==> src/rtl/seven_seg_scanner_pkg.sv <==
// Shared display constants: digit count, blank patterns and the active-low
// hex glyph table in {g,f,e,d,c,b,a} order.
package seven_seg_scanner_pkg;

  localparam int DIGIT_COUNT = 8;
  localparam int IDX_W       = 3;

  localparam logic [DIGIT_COUNT-1:0] AN_BLANK  = 8'hFF;
  localparam logic [6:0]             CAT_BLANK = 7'h7F;

  // Entry n is the glyph for hex digit n (entry 0 sits in the low bits).
  localparam logic [15:0][6:0] SEG_TABLE = {
    7'h0E, 7'h06, 7'h21, 7'h46, 7'h03, 7'h08, 7'h10, 7'h00,
    7'h78, 7'h02, 7'h12, 7'h19, 7'h30, 7'h24, 7'h79, 7'h40
  };

  typedef logic [DIGIT_COUNT-1:0][3:0] digits_t;

endpackage

==> src/rtl/seven_seg_scanner_hex_to_seg7.sv <==
// Combinational nibble to active-low seven-segment glyph.
module hex_to_seg7
  import seven_seg_scanner_pkg::*;
(
  input  logic [3:0] hex,
  output logic [6:0] seg
);

  assign seg = SEG_TABLE[hex];

endmodule

==> src/rtl/seven_seg_scanner.sv <==
// Eight-digit multiplexed hex display with a write-pending buffer that only
// commits at the frame boundary, so a frame never mixes two values.
module seven_seg_scanner
  import seven_seg_scanner_pkg::*;
#(
  parameter int REFRESH_DIV = 4
) (
  input  logic        CLK,
  input  logic        Reset,
  input  logic        WE,
  input  logic [31:0] WD,
  input  logic        Blank,
  output logic        Pending,
  output logic [7:0]  SevenSegAn,
  output logic [6:0]  SevenSegCat
);

  localparam logic [15:0] PRESC_LAST = 16'(REFRESH_DIV - 1);

  logic [15:0]            presc;
  logic [IDX_W-1:0]       idx;
  digits_t                disp, pend;
  logic [31:0]            disp_flat;
  logic [DIGIT_COUNT-1:0] upper_nz;
  logic [6:0]             seg;
  logic                   tc, frame_end, blank_dig;

  assign tc        = (presc == PRESC_LAST);
  assign frame_end = tc && (idx == IDX_W'(DIGIT_COUNT - 1));
  assign disp_flat = disp;

  // upper_nz[i]: some nibble at position i or above is non-zero.
  for (genvar i = 0; i < DIGIT_COUNT; i++) begin : g_nz
    assign upper_nz[i] = |disp_flat[31:4*i];
  end

  assign blank_dig = Blank && (idx != '0) && !upper_nz[idx];

  hex_to_seg7 u_dec (
    .hex (disp[idx]),
    .seg (seg)
  );

  always_ff @(posedge CLK or negedge Reset) begin
    if (!Reset) begin
      presc <= '0;
      idx   <= '0;
    end else if (tc) begin
      presc <= '0;
      idx   <= idx + IDX_W'(1);
    end else begin
      presc <= presc + 16'd1;
    end
  end

  // A write on the boundary cycle still lands in pending, after the old
  // pending value has been committed.
  always_ff @(posedge CLK or negedge Reset) begin
    if (!Reset) begin
      disp    <= '0;
      pend    <= '0;
      Pending <= 1'b0;
    end else begin
      if (frame_end && Pending) disp <= pend;
      if (WE) begin
        pend    <= WD;
        Pending <= 1'b1;
      end else if (frame_end) begin
        Pending <= 1'b0;
      end
    end
  end

  always_ff @(posedge CLK or negedge Reset) begin
    if (!Reset) begin
      SevenSegAn  <= AN_BLANK;
      SevenSegCat <= CAT_BLANK;
    end else if (blank_dig) begin
      SevenSegAn  <= AN_BLANK;
      SevenSegCat <= CAT_BLANK;
    end else begin
      SevenSegAn  <= ~(8'h01 << idx);
      SevenSegCat <= seg;
    end
  end

endmodule

==> config.mk <==
export PLATFORM = sky130hd
export DESIGN_NAME = seven_seg_scanner
export DESIGN_NICKNAME = d
export VERILOG_FILES = /design/src/rtl/seven_seg_scanner_pkg.sv /design/src/rtl/seven_seg_scanner_hex_to_seg7.sv /design/src/rtl/seven_seg_scanner.sv
export SDC_FILE = /design/constraint.sdc
export NUM_CORES = 1
export LEC_CHECK = 0
export CORE_ASPECT_RATIO = 0.75
export CORE_UTILIZATION = 60
export DETAILED_ROUTE_END_ITERATION = 12
export PLACE_DENSITY = 0.85
export SLEW_MARGIN = 30
export SYNTH_ARGS = -nofsm -noshare
export SYNTH_HDL_FRONTEND = slang
export SYNTH_SLANG_ARGS = --single-unit
==> constraint.sdc <==
create_clock -name CLK -period 5 [get_ports CLK]
set_clock_uncertainty 0.2 [all_clocks]
set_input_delay 1 -clock CLK [delete_from_list [all_inputs] [get_ports CLK]]
set_output_delay 1 -clock CLK [all_outputs]
set_load 0.03 [all_outputs]
## Word-level counts from Yosys, hierarchy flattened

Memory sizes are Yosys's and may differ from the RTL's.
Index checks and enable logic that the tools add are counted.

| operators by class | value |
|---|---|
| add/subtract/negate cells | 2 |
| $lt $le $gt $ge | 2 |
| equality and inequality tests | 2 |
| shifts and indexed selects | 1 |
| multiplexer cells | 10 |
| bitwise logic cells | 1 |
| reductions and logical operators | 15 |

Operator list:

| kind | count |
|---|---|
| 32-bit OR reduction | 1 |
| 28-bit OR reduction | 1 |
| 24-bit OR reduction | 1 |
| 20-bit OR reduction | 1 |
| 16-bit by 1-bit adder with 16-bit output, second input constant | 1 |
| 16-bit by 2-bit == test with 1-bit output, second input constant | 1 |
| 16-bit two-way mux | 1 |
| 16-bit OR reduction | 1 |
| 7-bit two-way mux | 2 |
| 4-bit binary-select mux with 3-bit select | 1 |
| 12-bit OR reduction | 1 |
| 8-bit two-way mux | 1 |
| 8-bit NOT | 1 |
| 8-bit OR reduction | 1 |
| 1-bit by 3-bit left shift with 8-bit output, first input constant | 1 |
| 4-bit by 5-bit less-than comparator with 1-bit output, second input constant | 1 |
| 1-bit logical AND | 4 |
| 3-bit by 4-bit less-than comparator with 1-bit output, second input constant | 1 |
| 4-bit two-way mux | 1 |
| 4-bit OR reduction | 1 |
| 3-bit by 1-bit adder with 3-bit output, second input constant | 1 |
| 1-bit binary-select mux with 3-bit select | 1 |
| 3-bit == test, second input constant | 1 |
| 1-bit two-way mux | 3 |
| 3 further kinds | 3 |

| word-level totals | value |
|---|---|
| flip-flop bits (word level) | 99 |
| ROM bits | 112 |
| word-level logic and storage cells | 55 |
| memories kept | 1 |

Memory list:

| name | words | width | read ports | clocked after Yosys merged registers in | wr ports | RTL line | text |
|---|---|---|---|---|---|---|---|
| (name not given) | 16 | 7 | 1 | 0 | 0 | seven_seg_scanner_hex_to_seg7.sv:9 | `assign seg = SEG_TABLE[hex];` |

## Depth between registers and ports, before layout

Gate-level depths: netlist of run 1.

| logic depth | value |
|---|---|
| word-level depth | 6 |
| gate-level depth with buffers | 8 |
| mapped depth without buffers | 7 |

## Modules after synthesis

Synthesis of run 1 repeated with hierarchy kept, for this count alone.

| unflattened totals | value |
|---|---|
| cells, all modules | 328 |
| area total of the unflattened synthesis | 4665.7 um2 |

Modules (own cells, without submodules):

| module | times used | cells each | area an instance (um2) |
|---|---|---|---|
| seven_seg_scanner | 1 | 296 | 4390.5 |
| hex_to_seg7 | 1 | 32 | 275.3 |

## Worst setup path before layout of run 1

Ideal clock, no wire load.

| path | value |
|---|---|
| path type | register -> register |
| start point | register idx[0] |
| end point | register SevenSegCat[1] |
| library setup time | 0.111 ns |
| arrival time | 2.034 ns |
| required time | 4.689 ns |
| slack | 2.656 ns |
| cell stages (with the launch flop) | 9 |
| path buffers | 1 |
| clock period less this slack | 2.344 ns |
| cell sequence | dfrtp_1 buf_6 mux4_2 mux2_2 inv_1 ha_1 and2_4 nor2_1 o211ai_2 |

| on the way | value |
|---|---|
| longest elaborated chain between the ends | 5 |

Ends and longest elaborated chain:

| what | RTL line | text |
|---|---|---|
| start, declared | seven_seg_scanner.sv:21 | `logic [IDX_W-1:0] idx;` |
| start signal, assigned | seven_seg_scanner.sv:50 | `idx <= idx + IDX_W'(1);` |
| 4-bit binary-select mux with 3-bit select / 1-bit binary-select mux with 3-bit select (equally long branches) | seven_seg_scanner.sv:40, seven_seg_scanner.sv:37 |  |
| 4-bit two-way mux (not written as such) / 1-bit two-way mux (equally long branches) | seven_seg_scanner.sv:40, seven_seg_scanner.sv:37 |  |
| memory 16 x 7 bit / 1-bit zero test (equally long branches) | - |  |
| 7-bit two-way mux (not written as such) / 1-bit logical AND (equally long branches) | seven_seg_scanner_hex_to_seg7.sv:9, seven_seg_scanner.sv:37 |  |
| 7-bit two-way mux (*) | seven_seg_scanner.sv:78 | `end else if (blank_dig) begin` |
| end signal, assigned | seven_seg_scanner.sv:83 | `SevenSegCat <= seg;` |
| end, declared | seven_seg_scanner.sv:15 | `output logic [6:0] SevenSegCat` |

Every way passes the cells marked *; elsewhere a longest branch is shown, timed or not. The select of a mux whose other input is x is not followed.
A chain may end at the register's enable or synchronous reset.

## Worst setup path after layout of run 1

| path | value |
|---|---|
| start point | register SevenSegCat[5] |
| end point | output SevenSegCat[5] |

No word-level cell between the ends.

==> results of run 1 <==
## state kept, by name, summed over array words and instances (netlist names)
signal / flops
SevenSegAn: 8
SevenSegCat: 7
pend: 32
Pending: 1
idx: 3
presc: 16
disp: 32
## worst paths after layout
path	startpoint	to	depth (start not counted)
min	presc[0]	presc[0]	1
min reg2reg	presc[0]	presc[0]	1
max	SevenSegCat[5]	SevenSegCat[5]	1
max reg2reg	idx[0]	SevenSegCat[1]	7
min in group asynchronous	Reset	pend[8]	1
max in group asynchronous	Reset	SevenSegAn[2]	2
## final cells by class
type,count,share of cell area
inverters,5,0.00364
multi-input cells,189,0.344
repair buffers,54,0.107
clock inverters,6,0.0126
flip-flops and latches,99,0.485
clock buffers,10,0.0248
well taps,98,0.0238
## cells by family (layout without fill, tap and decap cells)
| group | count (synthesis) | in the layout | synth area share |
|---|---|---|---|
| XOR/XNOR | 15 | 15 | 0.0300 |
| buffers and inverters | 18 | 75 | 0.0255 |
| AO/OA/AOI/OAI | 19 | 19 | 0.0338 |
| flip-flops | 99 | 99 | 0.571 |
| adder cells (fa/ha/maj) | 13 | 13 | 0.0372 |
| AND/OR/NAND/NOR | 63 | 63 | 0.0770 |
| multiplexers | 79 | 79 | 0.226 |
## power by group
group / switching, uW / internal (uW) / total [uW]
sequential: 45.1 / 869 / 914
combinational: 90.9 / 109 / 200
clock: 268 / 232 / 500
total: 404 / 1210 / 1610
## metal layers
metal / share of wire / GRT usage / routed length (um) / vias up
met3: 0.052 / 0.0747 / 433 / 12
met4: 0.014 / 0.0971 / 112 / 0
li1: - / - / - / 1213
met2: 0.48 / 0.381 / 3990 / 82
met1: 0.45 / 0.333 / 3710 / 1334
met5: 0 / 0 / 0 / -
## cells in the mapped netlist (5+ instances only)
library cell,instances
xnor2_1,11
o211ai_1,6
dfrtp_1,84
inv_1,5
nand3_1,12
dfstp_2,15
mux2_2,37
ha_1,13
nor2_1,9
mux4_2,8
nor4_1,10
nand2_1,15
mux2_1,30
## through the flow
| step | cell area [sq um] | cells | hold WS, ps | power (uW) |
|---|---|---|---|---|
| final | 5150 | 461 | 269 | 1610 |
| after global placement | 4930 | 444 | 248 | 1110 |
| after detailed placement | 4930 | 444 | 256 | 1130 |
| after floorplan | 4370 | 306 | 231 | 1030 |
| after global routing | 5150 | 461 | 283 | 1690 |
| after CTS | 5120 | 460 | 269 | 1630 |
==> key figures, run 1 <==
Critical path
  • Crit path buffers/inverters: 1
  • Crit end category: output pin
  • R2R Setup Slk: 2330 ps
  • Crit-path slowest cell: clkdlybuf4s50_1
  • Critical path class: register to output pin
  • Crit Path Max Fanout: 1
  • Worst Path Arrival: 1560 ps
  • Startpoint types: register
  • Critical Path RT: 3800 ps
  • Critical-path cell list: clkdlybuf4s50_1
  • Max incr delay on CP: approximately 660 ps
  • Crit-path leading delay family: buffers and inverters

Yosys
  • Yosys top cell area share: 0.481
  • Synth warnings: 0
  • Seq cells post-synth: 99
  • Mapped Nets: 355
  • Post-Synthesis Cells: 306
  • Leading area contributor after synthesis: dfrtp_1
  • Dominant synthesized flop cell: dfrtp_1
  • Synth async-reset ratio: 1.00
  • Post-synth EDFFs: 0
  • Post-synthesis cell type count: 42
  • Top post-synthesis cells by area: dfrtp_1 (48%), mux2_2 (9.5%), dfstp_2 (9.0%)
  • Mean post-synth cell area: ~14 sq um
  • Netlist Area Pre-Place: 4370 sq um
  • Sequential share of the synthesized area: 0.571

Die
  • Initial Utilization: 0.631
  • Height of the die: 75.9 um
  • Ports: 52
  • Die Width: about 100 um
  • Core Region: 6930 sq um
  • Num rows: 26
  • Die area: 7640 sq um

CTS
  • CTS tree: yes
  • Num Clock Sinks: 99
  • H-tree depth: 3
  • Skew-Pair Late Insertion Delay: 370 ps
  • # Post-CTS Setup Buffers: 0
  • CTS Hold Bufs: 0
  • CTS Buffer Depth: 2
  • Clock buffer count from CTS: 9
  • Root Driver: clkbuf_8
  • PostCTS Resize Cnt: 0
  • Clock slew at reported path FFs: 90 ps

Cells and area
  • Leading cell type in the layout, fill and taps excluded: dfrtp_1
  • Area grow syn2layout: 17.8%
  • Fill cells: approximately 460
  • Reg area: 2500 sq um
  • Multi-input gate area: ~1800 sq um
  • Commonest non-fill, non-tap cells in the layout: dfrtp_1 (84), clkdlybuf4s50_1 (50), mux2_2 (37)
  • Inserted Diodes: 0
  • Layout cells sized above 1: 0.234
  • Nets@finish: between 400 and 500
  • Final core utilization: 0.743

GRT
  • Global-route wire length before repair: 14100 um
  • Largest net degree at the start of global routing: 73
  • Vias in the first global route: 2766
  • Initial antenna violation count: 0
  • Grt total ovfl: 0
  • Total Routing Usage GR: 0.248

STA
  • # setup viols final: 0
  • Final number of max-transition violations: 0
  • Setup WS post-layout: roughly 2200 ps
  • Period utilisation layout: 0.552
  • Final hold viol count: 0
  • Setup TNS Final: 0 ps
  • Tmin final: approximately 2800 ps
  • Fmax: approximately 360 MHz
  • RSZ-0062 raised after global routing: false
  • Slew margin rel.: 0.487
  • Least-Margin Pin Slew: 769 ps

Placement
  • DP HPWL: ~5900 um
  • Number of buffers added on ports: 51
  • Worst slack, placed: 2370 ps
  • GPL Wtd Cong: 0.924

Power and ir drop
  • Pwr dens: 314 nW/um^2
  • LEAKAGE: about 0.0021 uW
  • Max rail drop VDD: roughly 0.19 mV

Routing
  • Drt pass-1 iters: 5
  • Wirelength per Cell: 17.9 um
  • Vias/cell: 5.73
  • Final wirelength: 8250 um
  • Iteration-0 DRC Markers: 122
  • ANT nets after route: 0
  • Via Count: 2641
  • Number of remaining DRC errors: 0

Hold path
  • Worst hold path class: register to register

Flow run
  • Maxcap violations: 0

Status
  • Status: finished clean
Power figures use the tool's default switching activity.
==> run 2: changes to the inputs <==
--- a/config.mk
+++ b/config.mk
@@ -6,9 +6,9 @@
 export NUM_CORES = 1
 export LEC_CHECK = 0
 export CORE_ASPECT_RATIO = 0.75
-export CORE_UTILIZATION = 60
+export CORE_UTILIZATION = 50
 export DETAILED_ROUTE_END_ITERATION = 12
-export PLACE_DENSITY = 0.85
+export PLACE_DENSITY = 0.75
 export SLEW_MARGIN = 30
 export SYNTH_ARGS = -nofsm -noshare
 export SYNTH_HDL_FRONTEND = slang
==> constraint.sdc (replaced) <==
create_clock -name CLK -period 2.4 [get_ports CLK]
set_clock_uncertainty 0.2 [all_clocks]
set_input_delay 0.48 -clock CLK [delete_from_list [all_inputs] [get_ports CLK]]
set_output_delay 0.48 -clock CLK [all_outputs]
set_load 0.03 [all_outputs]
==> run 2 against run 1 <==
Count of clock-buffer cells in the layout grew 1. Worst setup slack lost 2100 ps. Sequential power grew 110%. Sequential share of layout area shrank 2.4 points. Non-clock buffer count grew 14. Critical path type is now register to register. Largest cell class unchanged.
==> key figures, run 2 (synthesized netlist as in run 1, its figures left out) <==
STA
  • # setup viols final: 0 (unchanged)
  • Final number of max-transition violations: 0 (unchanged)
  • RSZ-0062 raised after global routing: false
  • Slew margin rel.: 0.596 (+0.109)
  • Period utilisation layout: 0.948
  • Least-Margin Pin Slew: 607 ps (-162 ps)
  • Fmax: 440 MHz
  • Setup TNS Final: 0 ps (unchanged)
  • Final hold viol count: 0 (unchanged)
  • Tmin final: 2270 ps

GRT
  • Largest net degree at the start of global routing: 46 (-37%)
  • Grt total ovfl: 0 (unchanged)
  • Initial antenna violation count: 0 (unchanged)
  • Vias in the first global route: 2793 (+0.98%)
  • Total Routing Usage GR: 0.213 (-0.0351)
  • Global-route wire length before repair: 14300 um (+1.8%)

Cells and area
  • Fill cells: 642 (+39%)
  • Final Cell Area: 5430 sq um (+5.4%)
  • Final core utilization: 0.642 (-0.101)
  • Inserted Diodes: 0 (unchanged)
  • Biggest regs: disp x32, pend x32, presc x16
  • Area grow syn2layout: 24.1%
  • Leading cell type in the layout, fill and taps excluded: dfrtp_1
  • Commonest non-fill, non-tap cells in the layout: dfrtp_1 (82), clkdlybuf4s50_1 (50), mux2_2 (37)
  • Layout cells sized above 1: 0.271 (+0.0364)
  • Nets@finish: 421 (+3.4%)

Die
  • Height of the die: 83.0 um (+9.3%)
  • Die area: 9130 sq um (+20%)
  • Die Width: 110 um (+9.4%)
  • Num rows: 29 (+12%)
  • Initial Utilization: 0.517 (-0.114)
  • Core Region: 8450 sq um (+22%)
  • Ports: 52 (unchanged)

Power and ir drop
  • LEAKAGE: 0.00227 uW (+6.5%)
  • Total power: 3880 uW (+140%)
  • Pwr dens: 714 nW/um^2 (+130%)
  • Max rail drop VDD: 0.517 mV (+170%)

Hold path
  • Worst hold path class: register to register

Routing
  • Final wirelength: 8530 um (+3.3%)
  • Iteration-0 DRC Markers: 150 (+23%)
  • Drt pass-1 iters: 4 (-1)
  • Vias/cell: 5.56 (-2.9%)
  • Number of remaining DRC errors: 0 (unchanged)
  • Wirelength per Cell: 17.6 um (-1.8%)
  • ANT nets after route: 0 (unchanged)
  • Via Count: 2697 (+2.1%)

Critical path
  • Max incr delay on CP: 520 ps (-140 ps)
  • Critical path class: register to register
  • Critical Path RT: 2440 ps (-1360 ps)
  • Crit-path slowest cell: mux4_2
  • Worst Path Arrival: 2320 ps (+760 ps)
  • Critical-path cell list: mux4_2 -> mux2_2 -> inv_1 -> ha_1 -> and2_4 -> nor2_1 -> o211ai_2
  • Crit Path Max Fanout: 6 (+5)
  • Startpoint types: register
  • Crit end category: register

CTS
  • Num Clock Sinks: 99 (unchanged)
  • Skew-Pair Late Insertion Delay: 340 ps (-30 ps)
  • CTS Buffer Depth: 2 (unchanged)
  • Clock buffer count from CTS: 9 (unchanged)
  • Root Driver: clkbuf_16
  • CTS tree: yes
  • H-tree depth: 3 (unchanged)
  • Clock slew at reported path FFs: 70 ps (-20 ps)

Placement
  • DP HPWL: 5980 um (+1.8%)
  • Placed standard-cell area: 5070 sq um (+2.8%)
  • Number of buffers added on ports: 51 (unchanged)
  • GPL Wtd Cong: 0.931 (+0.69%)

Flow run
  • Maxcap violations: 0 (unchanged)

Status
  • Status: finished clean
run 2: cell types whose count changed in the layout (fill, tap and decap cells not counted), moves of 3 or more:
cell	before	now
buf_12	0	3
clkbuf_16	0	9
buf_4	3	14
clkbuf_8	9	1
run 2: critical path: cells and delay by family (launching register included):
kind / cells / cell delay [ps]
mux: 2 / 840
flops: 1 / 450
simple gates: 2 / 280
fa+ha+maj: 1 / 230
buf+inv: 1 / 90
compound gates: 1 / 90
run 2: stage by stage:
stage / setup slack [ps] / cells / hold slack, ps
finish: 126 / 485 / 271
CTS: 82.6 / 483 / 278
global route: 3.21 / 485 / 300
floorplan: 55.9 / 306 / -15.6
detailed placement: 17.0 / 466 / 269
global placement: 73.0 / 466 / 248
run 2: report_power, final:
part	switching, uW	total (uW)	leakage, uW	internal [uW]
registers	99.1	1910	0.00117	1810
clock network	595	1530	0.000156	938
logic	189	432	0.000943	243
total	884	3880	0.00227	2990
run 2: path summary, 6_finish.rpt:
check / start / endpoint / slack (ps) / cells past startpoint
setup / recovery: idx[0] / SevenSegCat[1] / 130 / 7
hold / removal: presc[15] / presc[15] / 270 / 1
setup reg to reg: idx[0] / SevenSegCat[1] / 130 / 7
hold reg to reg: presc[15] / presc[15] / 270 / 1
max in group asynchronous: Reset / disp[29] / 810 / 3
min in group asynchronous: Reset / pend[1] / 490 / 2
run 2: area by class of cell:
cell class                 count  area, sq um  area share
clock buffer                  11          243      0.0447
timing repair buffer          68          676       0.125
tap                          108          135      0.0249
inverter                       5         18.8     0.00346
sequential                    99         2500       0.460
clock inverter                 5         77.6      0.0143
multi-input combinational    189         1780       0.328
run 2: repair_timing:
item,4_1_cts,5_1_grt
buffers inserted,0,2
hold buffers,1,0
endpoints found under the setup margin,1,9
pin swaps,0,0
endpoints found under the hold margin,37,0
resized for setup,1,4
run 2: per-layer routing:
metal / vias up / GRT usage / routed length, um / part of all wire
li1: 1239 / - / - / -
met1: 1360 / 0.300 / 4080 / 0.48
met2: 88 / 0.305 / 3800 / 0.45
met3: 10 / 0.0714 / 526 / 0.062
met4: 0 / 0.0812 / 119 / 0.014
met5: - / 0 / 0 / 0
==> run 3: changes to the inputs <==
--- a/config.mk
+++ b/config.mk
@@ -9,6 +9,7 @@
 export CORE_UTILIZATION = 50
 export DETAILED_ROUTE_END_ITERATION = 12
 export PLACE_DENSITY = 0.75
+export SKIP_CTS_REPAIR_TIMING = 1
 export SLEW_MARGIN = 30
 export SYNTH_ARGS = -nofsm -noshare
 export SYNTH_HDL_FRONTEND = slang
==> run 3 against run 2 <==
Flip-flop and latch count is the same. Maximum frequency grew 0.17%. Hold slack about the same. Largest cell class unchanged. Die area stayed put. Sequential share of layout area stayed put.
==> key figures, run 3 (synthesized netlist as in run 1, its figures left out) <==
Status
  • Status: finished clean

CTS
  • CTS Buffer Depth: 2 (unchanged)
  • CTS tree: yes
  • Root Driver: clkbuf_16
  • H-tree depth: 3 (unchanged)
  • Num Clock Sinks: 99 (unchanged)
  • Clock buffer count from CTS: 9 (unchanged)
  • Skew-Pair Late Insertion Delay: 340 ps (about the same)
  • Clock slew at reported path FFs: 70 ps (about the same)

Routing
  • Number of remaining DRC errors: 0 (unchanged)
  • Iteration-0 DRC Markers: 165 (+10%)
  • Via Count: 2681 (-0.59%)
  • Wirelength per Cell: 17.5 um (-0.48%)
  • Vias/cell: 5.53 (-0.59%)
  • Final wirelength: 8490 um (-0.48%)
  • Drt pass-1 iters: 4 (unchanged)
  • ANT nets after route: 0 (unchanged)

Critical path
  • R2R Setup Slk: 130 ps (about the same)
  • Worst r2r src: idx[0]
  • Startpoint types: register
  • Crit Path Max Fanout: 6 (unchanged)
  • R2R cell count: 7 (unchanged)
  • Crit end category: register
  • Critical path class: register to register
  • RR Endpoint: SevenSegCat[1]
  • Critical Path RT: 2450 ps (about the same)
  • Worst Path Arrival: 2320 ps (about the same)

Cells and area
  • Inserted Diodes: 0 (unchanged)
  • Area grow syn2layout: 24.1% (unchanged)
  • Final core utilization: 0.642 (unchanged)
  • Biggest regs: disp x32, pend x32, presc x16
  • Leading cell type in the layout, fill and taps excluded: dfrtp_1
  • Fill cells: 642 (unchanged)
  • Nets@finish: 421 (unchanged)
  • Reg area: 2500 sq um (unchanged)
  • Layout cells sized above 1: 0.271 (unchanged)
  • Commonest non-fill, non-tap cells in the layout: dfrtp_1 (82), clkdlybuf4s50_1 (50), mux2_2 (37)
  • Final Cell Area: 5430 sq um (unchanged)
  • Multi-input gate area: 1780 sq um (unchanged)

GRT
  • Initial antenna violation count: 0 (unchanged)
  • Largest net degree at the start of global routing: 46 (unchanged)
  • Vias in the first global route: 2772 (-0.75%)
  • Total Routing Usage GR: 0.212 (-0.00118)
  • Grt total ovfl: 0 (unchanged)
  • Global-route wire length before repair: 14300 um (-0.34%)

STA
  • Final hold viol count: 0 (unchanged)
  • Fmax: 440 MHz (+0.17%)
  • Final number of max-transition violations: 0 (unchanged)
  • Slew margin rel.: 0.595 (about the same)
  • Least-Margin Pin Slew: 607 ps (+0.324 ps)
  • # setup viols final: 0 (unchanged)
  • Setup WS post-layout: 130 ps (+3.90 ps)
  • Tmin final: 2270 ps (-3.90 ps)
  • Setup TNS Final: 0 ps (unchanged)
  • Period utilisation layout: 0.946 (-0.00163)
  • RSZ-0062 raised after global routing: false

Flow run
  • Maxcap violations: 0 (unchanged)

Placement
  • GPL Wtd Cong: 0.931 (unchanged)
  • Number of buffers added on ports: 51 (unchanged)
  • Placed standard-cell area: 5070 sq um (unchanged)
  • Worst slack, placed: 17.0 ps (unchanged)
  • DP HPWL: 5980 um (unchanged)

Die
  • Height of the die: 83.0 um (unchanged)
  • Ports: 52 (unchanged)
  • Die area: 9130 sq um (unchanged)
  • Initial Utilization: 0.517 (unchanged)
  • Num rows: 29 (unchanged)
  • Core Region: 8450 sq um (unchanged)
  • Die Width: 110 um (unchanged)

Hold path
  • Worst hold path class: register to register
  • Hold Path Sink: presc[15]
  • WHS Path Cells: 1 (unchanged)
  • HP Start: presc[15]

Power and ir drop
  • LEAKAGE: 0.00227 uW (unchanged)
  • Pwr dens: 714 nW/um^2 (about the same)
  • Max rail drop VDD: 0.517 mV (about the same)
-- run 3: cell counts in the layout (fill, tap and decap cells not counted) --
Identical to the previous run, type by type.
-- run 3: how the worst max path moves through the flow --
stage / from / endpoint / slack (ps) / cells past startpoint
global route: idx[0] / SevenSegCat[5] / 3 / 6
finish: idx[0] / SevenSegCat[1] / 130 / 7
global placement: idx[0] / SevenSegCat[1] / 70 / 7
floorplan: idx[0] / SevenSegCat[1] / 60 / 8
detailed placement: idx[0] / SevenSegCat[1] / 20 / 7
CTS: idx[0] / SevenSegCat[5] / -8 / 6
-- run 3: metal layers --
metal | vias to the layer above | GRT usage | wire length [um]
li1 | 1237 | - | -
met4 | 0 | 0.0812 | 178
met1 | 1357 | 0.301 | 4110
met5 | - | 0 | 0
met3 | 15 | 0.0714 | 473
met2 | 72 | 0.299 | 3730
-- run 3: layout make-up --
type | instances | area share
Clock buffer | 11 | 0.0447
Timing Repair Buffer | 68 | 0.125
Multi-Input combinational cell | 189 | 0.328
Clock inverter | 5 | 0.0143
Tap cell | 108 | 0.0249
Inverter | 5 | 0.00346
Sequential cell | 99 | 0.460
-- run 3: worst max-delay path, cell delays in order, from the launching register on --
cell and delay [ps]:
dfrtp_2 450, mux4_2 520, mux2_2 320, inv_1 90, ha_1 230, and2_4 140
nor2_1 140, o211ai_2 90
-- run 3: where the power goes --
part	internal, uW	switching [uW]
clock	938	592
sequential	1810	98.7
combinational	243	189
total	2990	880
-- run 3: per-stage QoR --
stage                     power (uW)  std cells  hold WS [ps]
after floorplan                 2150        306         -15.6
after global placement          2350        466           248
after detailed placement        2360        466           269
after CTS                       3910        482         -51.7
after global routing            4040        485           300
final                           3870        485           271
